==> src/rtl/spie_arb_pkg.sv <==
// ============================================================================
// Module   : spie_arb_pkg
// Contents : shared state encodings, field constants and sizing helper for spie_arb
// Revision : 1.0
// ============================================================================
`default_nettype none

package spie_arb_pkg;

   localparam int   DATA_W    = 32;
   localparam logic CTRL_ADDR = 1'b1;
   localparam int   CS_HI     = 2;
   localparam int   CS_LO     = 0;

`ifdef SPIE_ARB_TIMEOUT_EN
   typedef enum logic [1:0] {
      ST_IDLE   = 2'd0,
      ST_GRANT  = 2'd1,
      ST_LOCKED = 2'd2,
      ST_FORCE  = 2'd3
   } state_t;
`else
   typedef enum logic [1:0] {
      ST_IDLE   = 2'd0,
      ST_GRANT  = 2'd1,
      ST_LOCKED = 2'd2
   } state_t;
`endif

   function automatic int clog2_min1(input int v);
      return (v > 2) ? $clog2(v) : 1;
   endfunction

endpackage

`default_nettype wire

==> src/rtl/spie_arb_rr_pick.sv <==
// ============================================================================
// Module   : rr_pick
// Contents : combinational round-robin picker, first request at or after ptr
// Revision : 1.0
// ============================================================================
`default_nettype none

module rr_pick
   import spie_arb_pkg::*;
#(
   parameter int N  = 4,
   parameter int OW = clog2_min1(N)
) (
   input  logic [N-1:0]  req,
   input  logic [OW-1:0] ptr,
   output logic          valid,
   output logic [OW-1:0] idx
);

   function automatic logic [OW-1:0] wrap_idx(input logic [OW-1:0] p, input int k);
      int s;
      s = int'(p) + k;
      if (s >= N) s = s - N;
      return OW'(s);
   endfunction

   // Scan from the far end so the last hit is the one closest to ptr.
   always_comb begin
      valid = 1'b0;
      idx   = '0;
      for (int k = N - 1; k >= 0; k--) begin
         if (req[wrap_idx(ptr, k)]) begin
            valid = 1'b1;
            idx   = wrap_idx(ptr, k);
         end
      end
   end

endmodule

`default_nettype wire

==> src/rtl/spie_arb.sv <==
// ============================================================================
// Module   : spie_arb
// Contents : round-robin arbiter / lock manager sharing one spie device.
//            Optional forced lock release compiled in with SPIE_ARB_TIMEOUT_EN.
// Revision : 1.0
// ============================================================================
`default_nettype none

module spie_arb
   import spie_arb_pkg::*;
#(
   parameter int num_req        = 4,
   parameter int timeout_cycles = 100000
) (
   input  logic                          clk,
   input  logic                          rst,
   input  logic [num_req-1:0]            req_stb,
   input  logic [num_req-1:0]            req_we,
   input  logic [num_req-1:0]            req_addr,
   input  logic [DATA_W*num_req-1:0]     req_data_in,
   output logic [DATA_W-1:0]             req_data_out,
   output logic [num_req-1:0]            req_ack,
   output logic                          dev_stb,
   output logic                          dev_we,
   output logic                          dev_addr,
   output logic [DATA_W-1:0]             dev_data_out,
   input  logic [DATA_W-1:0]             dev_data_in,
   input  logic                          dev_ack,
   output logic                          locked,
   output logic [clog2_min1(num_req)-1:0] owner,
   output logic                          timeout_evt
);

   localparam int OW = clog2_min1(num_req);

   state_t            r_state;
   state_t            w_state_nxt;
   logic [OW-1:0]     r_gnt;
   logic [OW-1:0]     r_ptr;
   logic [OW-1:0]     w_gnt_nxt;
   logic [OW-1:0]     w_ptr_nxt;
   logic [OW-1:0]     w_ptr_inc;
   logic              w_pick_valid;
   logic [OW-1:0]     w_pick_idx;
   logic              w_own_stb;
   logic              w_own_we;
   logic              w_own_addr;
   logic [DATA_W-1:0] w_own_data;
   logic              w_lock_wr;
   logic              w_rel_wr;

   rr_pick #(.N(num_req), .OW(OW)) u_pick (
      .req   (req_stb),
      .ptr   (r_ptr),
      .valid (w_pick_valid),
      .idx   (w_pick_idx)
   );

   assign w_own_stb  = req_stb[r_gnt];
   assign w_own_we   = req_we[r_gnt];
   assign w_own_addr = req_addr[r_gnt];
   assign w_own_data = req_data_in[r_gnt*DATA_W +: DATA_W];
   assign w_lock_wr  = w_own_stb & w_own_we & (w_own_addr == CTRL_ADDR) & (w_own_data[CS_HI:CS_LO] != '0);
   assign w_rel_wr   = w_own_stb & w_own_we & (w_own_addr == CTRL_ADDR) & (w_own_data[CS_HI:CS_LO] == '0);
   assign w_ptr_inc  = (r_gnt == OW'(num_req - 1)) ? '0 : r_gnt + OW'(1);

   assign owner        = r_gnt;
   assign req_data_out = (|req_ack) ? dev_data_in : '0;

`ifdef SPIE_ARB_TIMEOUT_EN
   localparam int TW = clog2_min1(timeout_cycles);

   logic [TW-1:0] r_to_cnt;
   logic          w_to_hit;

   assign w_to_hit = (r_to_cnt == TW'(timeout_cycles - 1));

   // Held at zero outside LOCKED, so it is already clear on lock entry.
   always_ff @(posedge clk or posedge rst) begin
      if (rst)                                    r_to_cnt <= '0;
      else if (r_state != ST_LOCKED || w_own_stb) r_to_cnt <= '0;
      else                                        r_to_cnt <= r_to_cnt + TW'(1);
   end
`endif

   always_ff @(posedge clk or posedge rst) begin
      if (rst) begin
         r_state <= ST_IDLE;
         r_gnt   <= '0;
         r_ptr   <= '0;
      end else begin
         r_state <= w_state_nxt;
         r_gnt   <= w_gnt_nxt;
         r_ptr   <= w_ptr_nxt;
      end
   end

   always_comb begin
      w_state_nxt  = r_state;
      w_gnt_nxt    = r_gnt;
      w_ptr_nxt    = r_ptr;
      dev_stb      = 1'b0;
      dev_we       = 1'b0;
      dev_addr     = 1'b0;
      dev_data_out = '0;
      req_ack      = '0;
      locked       = 1'b0;
      timeout_evt  = 1'b0;
      case (r_state)
         ST_IDLE: begin
            if (w_pick_valid) begin
               w_gnt_nxt   = w_pick_idx;
               w_state_nxt = ST_GRANT;
            end
         end
         ST_GRANT: begin
            dev_stb        = w_own_stb;
            dev_we         = w_own_we;
            dev_addr       = w_own_addr;
            dev_data_out   = w_own_data;
            req_ack[r_gnt] = dev_ack;
            if (w_lock_wr) begin
               w_state_nxt = ST_LOCKED;
            end else begin
               w_state_nxt = ST_IDLE;
               w_ptr_nxt   = w_ptr_inc;
            end
         end
         ST_LOCKED: begin
            dev_stb        = w_own_stb;
            dev_we         = w_own_we;
            dev_addr       = w_own_addr;
            dev_data_out   = w_own_data;
            req_ack[r_gnt] = dev_ack;
            locked         = 1'b1;
            if (w_rel_wr) begin
               w_state_nxt = ST_IDLE;
               w_ptr_nxt   = w_ptr_inc;
            end
`ifdef SPIE_ARB_TIMEOUT_EN
            else if (!w_own_stb && w_to_hit) begin
               w_state_nxt = ST_FORCE;
            end
`endif
         end
`ifdef SPIE_ARB_TIMEOUT_EN
         // Write CS=0 on the owner's behalf to deselect every chip.
         ST_FORCE: begin
            dev_stb     = 1'b1;
            dev_we      = 1'b1;
            dev_addr    = CTRL_ADDR;
            locked      = 1'b1;
            timeout_evt = 1'b1;
            w_state_nxt = ST_IDLE;
            w_ptr_nxt   = w_ptr_inc;
         end
`endif
         default: begin
            w_state_nxt = ST_IDLE;
         end
      endcase
   end

endmodule

`default_nettype wire

==> config.mk <==
export PLATFORM = sky130hd
export DESIGN_NAME = spie_arb
export DESIGN_NICKNAME = d
export VERILOG_FILES = /design/src/rtl/spie_arb_pkg.sv /design/src/rtl/spie_arb_rr_pick.sv /design/src/rtl/spie_arb.sv
export SDC_FILE = /design/constraint.sdc
export NUM_CORES = 1
export LEC_CHECK = 0
export CAP_MARGIN = 20
export CORE_AREA = 2 2 96 98
export DETAILED_ROUTE_END_ITERATION = 8
export DIE_AREA = 0 0 98 100
export HOLD_SLACK_MARGIN = 0.12
export PLACE_DENSITY = 0.7
export SETUP_SLACK_MARGIN = 0.15
export SYNTH_ARGS = -nofsm -noshare
export SYNTH_HDL_FRONTEND = slang
export SYNTH_SLANG_ARGS = --single-unit
==> constraint.sdc <==
create_clock -name clk -period 3 [get_ports clk]
set_clock_uncertainty 0.15 [all_clocks]
set_input_delay 0.45 -clock clk [delete_from_list [all_inputs] [get_ports clk]]
set_output_delay 0.45 -clock clk [all_outputs]
set_load 0.01 [all_outputs]
Word-level counts from Yosys, hierarchy flattened

Index checks and enable logic that the tools add are counted.

Register bits after elaboration: 6
Input port bits: 175
Logic and storage cells: 86

$add $sub $neg: 8
Order comparisons: 10
Equality and inequality tests: 6
Shift-type cells: 1
Multiplexer cells: 43
Bitwise operators: 5
Reduce and logical (&&, ||, !) cells: 10

Operator list:

| operator              | number |
|---|---|
| $shiftx A128 B8 Y32   | 1 |
| $mux W32              | 2 |
| $mux W2               | 14 |
| $mux W1               | 16 |
| $lt A2 B3 Y1 const B  | 5 |
| $bmux W1 S2           | 7 |
| $ge A3 B3 Y1 const B  | 3 |
| $sub A2 B1 Y2 const B | 4 |
| $add A2 B2 Y3 const B | 2 |
| $pmux W2 S3           | 1 |
| $and A1 B1 Y1         | 4 |
| $and A4 B4 Y4         | 1 |
| $eq A2 B2 Y1 const B  | 2 |
| $mux W4               | 1 |
| $ne A2 B2 Y1 const B  | 2 |
| $pmux W2 S2           | 1 |
| $reduce_and A2 Y1     | 2 |
| $reduce_or A4 Y1      | 1 |
| $add A2 B1 Y3 const B | 1 |
| $ge A2 B3 Y1 const B  | 1 |
| $logic_not A3 Y1      | 1 |
| $reduce_and A3 Y1     | 1 |
| $reduce_bool A3 Y1    | 1 |
| $add A2 B1 Y2 const B | 1 |
| other kinds (8)       | 8 |

Depth between registers and ports, before layout

Word-level depth: 11
Gate-level depth with buffers: 8

Hierarchy

A second synthesis with hierarchy kept.

Cell total of the unflattened synthesis: 184
Area total of the unflattened synthesis: 1859.3 µm²

Modules (own cells, without submodules):

| module   | times used | cells an instance | area each (µm²) |
|---|---|---|---|
| spie_arb | 1          | 171               | 1781.7 |
| rr_pick  | 1          | 13                | 77.6 |

Least setup slack after synthesis

OpenSTA, ideal clock, no wires.

Kind: reg-to-output
From: register r_gnt[1], in the netlist owner[1]
To: output req_data_out[10]
Data arrival time: 2.071 ns
Required time: 2.400 ns
Slack: 0.329 ns
Cell stages (with the launch flop): 9
Buffers on the path: 3
Path through: dfrtp_1 clkbuf_1 clkbuf_1 inv_1 ha_1 nor4_1 nor2_1 clkbuf_1 and2_1

Longest elaborated chain between the ends: 8
Elaborated cells on any way between the ends: 9

RTL lines:

| element                                                                   | RTL line                         | text |
|---|---|---|
| from (decl)                                                               | spie_arb.sv:38                   | `logic [OW-1:0] r_gnt;` |
| from (signal assigned)                                                    | spie_arb.sv:93                   | `r_gnt <= w_gnt_nxt;` |
| $lt A2 B3 Y1 (implied by the code) / $ge A2 B1 Y1 (equally long branches) | spie_arb.sv:121, spie_arb.sv:134 |  |
| $logic_and A1 B1 Y1 (implied by the code)                                 | spie_arb.sv:121, spie_arb.sv:134 |  |
| $mux W1 (implied by the code)                                             | spie_arb.sv:121, spie_arb.sv:134 |  |
| $demux W1 S2 (*)                                                          | spie_arb.sv:121, spie_arb.sv:134 |  |
| $and A4 B4 Y4 (no source line) (*)                                        | --                               |  |
| $mux W4 (*)                                                               | --                               |  |
| $reduce_or A4 Y1 (*)                                                      | spie_arb.sv:68                   | `assign req_data_out = (\|req_ack) ? dev_data_in : '0;` |
| $mux W32 (*)                                                              | spie_arb.sv:68                   |  |
| to (decl)                                                                 | spie_arb.sv:21                   | `output logic [DATA_W-1:0] req_data_out,` |

Every way passes the cells marked *; elsewhere a longest branch is shown, timed or not.

Worst setup path after layout

From: register r_gnt[0], in the netlist owner[0]
To: output req_data_out[11]

Same word-level chain as after synthesis.

==> out/results.tsv <==
stage	metric	value	unit
pwr	power_density	722	nW/um^2
setup_path	required	2.40	ns
detailed_routing	drt-pass1-iter-count	4	
layout	fillers	817	
timing	hold_viol	0	
timing	relSlewSlack	63.6	%
die	fp.dieW	98	um
timing	finalCritPeriodShare	92.6	%
logic_synthesis	syn_inst	178	
timing	worst_pin_slew	0.541	ns
pwr	power.leakage	1.68	nW
cts	ctsHtreeMaxLevel	1	
placement	dp_hpwl	7750	um
setup_path	cp_data_arrival_time	2.18	ns
timing	slew_viol_final	0	
pwr	internal_power	2.00	mW
grt	grt_max_degree	33	
logic_synthesis	syn_area	1800	sq um
cts	path_clk_slew	0.04	ns
run	cap_violations	0	
timing	fmax	0.360	GHz
logic_synthesis	netlist.top_cell.by_area	mux4_2	
detailed_routing	vias	2422	
logic_synthesis	synth_ff_type	dfrtp_1	
layout	syn_to_final_growth	150	%
logic_synthesis	synth_nets	360	
pwr	vdd.ir_drop.worst	0.000350	V
detailed_routing	drt-vias-per-instance	4.53	
setup_path	r2r-end	r_ptr[1]	
status	status	completed	
timing	period_needed	2.78	ns
detailed_routing	drtIter0Drc	46	
setup_path	cp_max_fo	32	
die	die_h	100	um
grt	antenna_found_initial	0	
setup_path	critPathMaxStageDelay	0.49	ns
setup_path	crit_type	flip-flop to output pin	
setup_path	critPathLaunchType	flip-flop	
detailed_routing	avgRoutedWirePerCell	16.9	um
setup_path	crit_start	owner[0]	
timing	setup-violations-final	0	
grt	track_usage	17.1	%
cts	cts-root-buf	clkbuf_8	
setup_path	r2r-start	owner[0]	
logic_synthesis	syn_area_per_cell	10.1	sq um
detailed_routing	ant_nets	0	
setup_path	cp_cell_sequence	inv_1 > ha_1 > nor4_1 > nor2_1 > buf_12 > and2_1 > clkdlybuf4s50_1	
timing	rsz0062_at_grt	true	
logic_synthesis	synth_edf_count	0	
placement	gp_congestion	0.805	
die	core	8890	sq um
layout	diodes	0	
worst_hold_path	worstHoldPathType	input pin to async pin	
cts	clk_latency	0.22	ns
detailed_routing	drc	0	
die	pin_count	250	
layout	final_cells	535	
logic_synthesis	synth_area_leaders	mux4_2 (41%), and2_1 (23%), dfrtp_1 (8.3%), ha_1 (4.9%), mux4_1 (2.9%)	
cts	numClockSinks	6	
logic_synthesis	synthArstFlopShare	100	%
logic_synthesis	seq_area_frac_synth	8.33	%
layout	layout.nets	607	
grt	grt_pass1_wl	13400	um
pwr	p_seq_share	5.5	%
logic_synthesis	ys_ff_latch	6	
die	rows	35	
layout	most-common-layout-cells	clkdlybuf4s50_1 (248), and2_1 (67), mux4_2 (34)	
cts	cts_inserted_buffers	3	
die	initial_core_util	20.3	%
pwr	pwr-share-comb	90.7	%
die	die-area	9800	sq um
grt	grt_pass1_vias	2521	
detailed_routing	wl	9050	um
layout	drive_above_1_share	12.0	%
logic_synthesis	synth.distinct_cells	33	
setup_path	ff2ff_path_depth	5	
setup_path	worst-r2r-setup-slack	0.54	ns
pwr	p_switching	1.26	mW
setup_path	worstSetupEndpointType	output pin	
timing	tns	0	ns
grt	gr-total-overflow	0	
layout	layout_commonest_cell	clkdlybuf4s50_1	
pwr	switching_share	38.6	%
placement	placedCellCount	528	
cts	cts_tree	yes	
logic_synthesis	synth_top_area_share	41.3	%
pwr	clockPowerShare	3.8	%
cts	ctsHoldBuffers	0	
logic_synthesis	ys_warn_count	0	
placement	numPortBuffers	248	
setup_path	cp_slowest_cell	clkdlybuf4s50_1	
cts	clock_path_buffers	2	
timing repair:
item | 4_1_cts | 5_1_grt
cloned | 0 | 1
setup buffers | 1 | 1
setup endpoints to repair | 11 | 2
pin swaps | 0 | 0
resized for setup | 0 | 1
metrics by stage:
| stage | setup WS, ns | utilization, % | power (mW) | hold slack [ns] | area (sq um) |
|---|---|---|---|---|---|
| floorplan | 0.329 | - | 1.66 | 0.0910 | 1800 |
| global placement | 0.203 | 49.8 | 3.07 | 0.366 | 4430 |
| detailed placement | 0.172 | 49.8 | 3.10 | 0.382 | 4430 |
| CTS | 0.172 | 50.4 | 3.25 | 0.297 | 4480 |
| global route | 0.133 | 50.7 | 3.51 | 0.312 | 4510 |
| finish | 0.223 | 50.7 | 3.25 | 0.292 | 4510 |
synthesized netlist by cell type (all sizes together), types with 2 or more instances:
master / n
and2: 67
nand2: 5
clkbuf: 10
inv: 7
nor4: 2
mux2: 2
nor2: 4
mux4: 35
and3: 5
ha: 7
buf: 6
a21oi: 5
dfrtp: 6
o21ai: 3
flip-flops by register name (all words and copies together) (netlist names):
name	flops
owner	2
r_ptr	2
r_state	2
cell type report:
class	count	area, sq um	share of cell area (%)
clock buffers	4	45.0	0.999
multi-input cells	149	1550	34.3
repair buffers	258	2600	57.7
flip-flops and latches	6	153	3.39
inverters	7	26.3	0.583
well taps	111	139	3.08
how the worst max path moves through the flow:
stage	to	slack, ns	depth (start not counted)
after CTS	dev_stb	0.17	4
after detailed placement	dev_stb	0.17	4
after global routing	req_data_out[14]	0.13	7
after floorplan	req_data_out[10]	0.33	8
after global placement	dev_stb	0.20	4
final	req_data_out[11]	0.22	7
worst max-delay path: cells and delay by family, from the launching register on:
kind	cells	cell delay [ns]
buffers and inverters	3	0.75
DFF	1	0.46
and+or+nand+nor	3	0.53
adders and majority gates	1	0.22
metal layers:
metal / routed length (um) / track usage [%] / vias to the layer above
met1: 3730 / 21.7 / 1169
met4: 90 / 2.78 / 0
met3: 479 / 2.51 / 10
li1: - / - / 1147
met5: 0 / 0 / -
met2: 4750 / 31.3 / 96
power by group through the flow:
stage	sequential (mW)	clock, mW	combinational (mW)
after floorplan	0.160	0	1.50
after global placement	0.186	0	2.89
after detailed placement	0.188	0	2.91
after CTS	0.176	0.126	2.95
after global routing	0.188	0.133	3.19
final	0.177	0.124	2.95
cell families after synthesis:
kind of cell	count (synthesis)	share of synthesized area, %
other cells	1	0.208
flops	6	8.33
compound gates	14	5.07
fa+ha+maj	7	4.86
mux	38	46.0
buf+inv	23	5.63
simple gates	89	29.9
(Power assumes the default switching activity.)
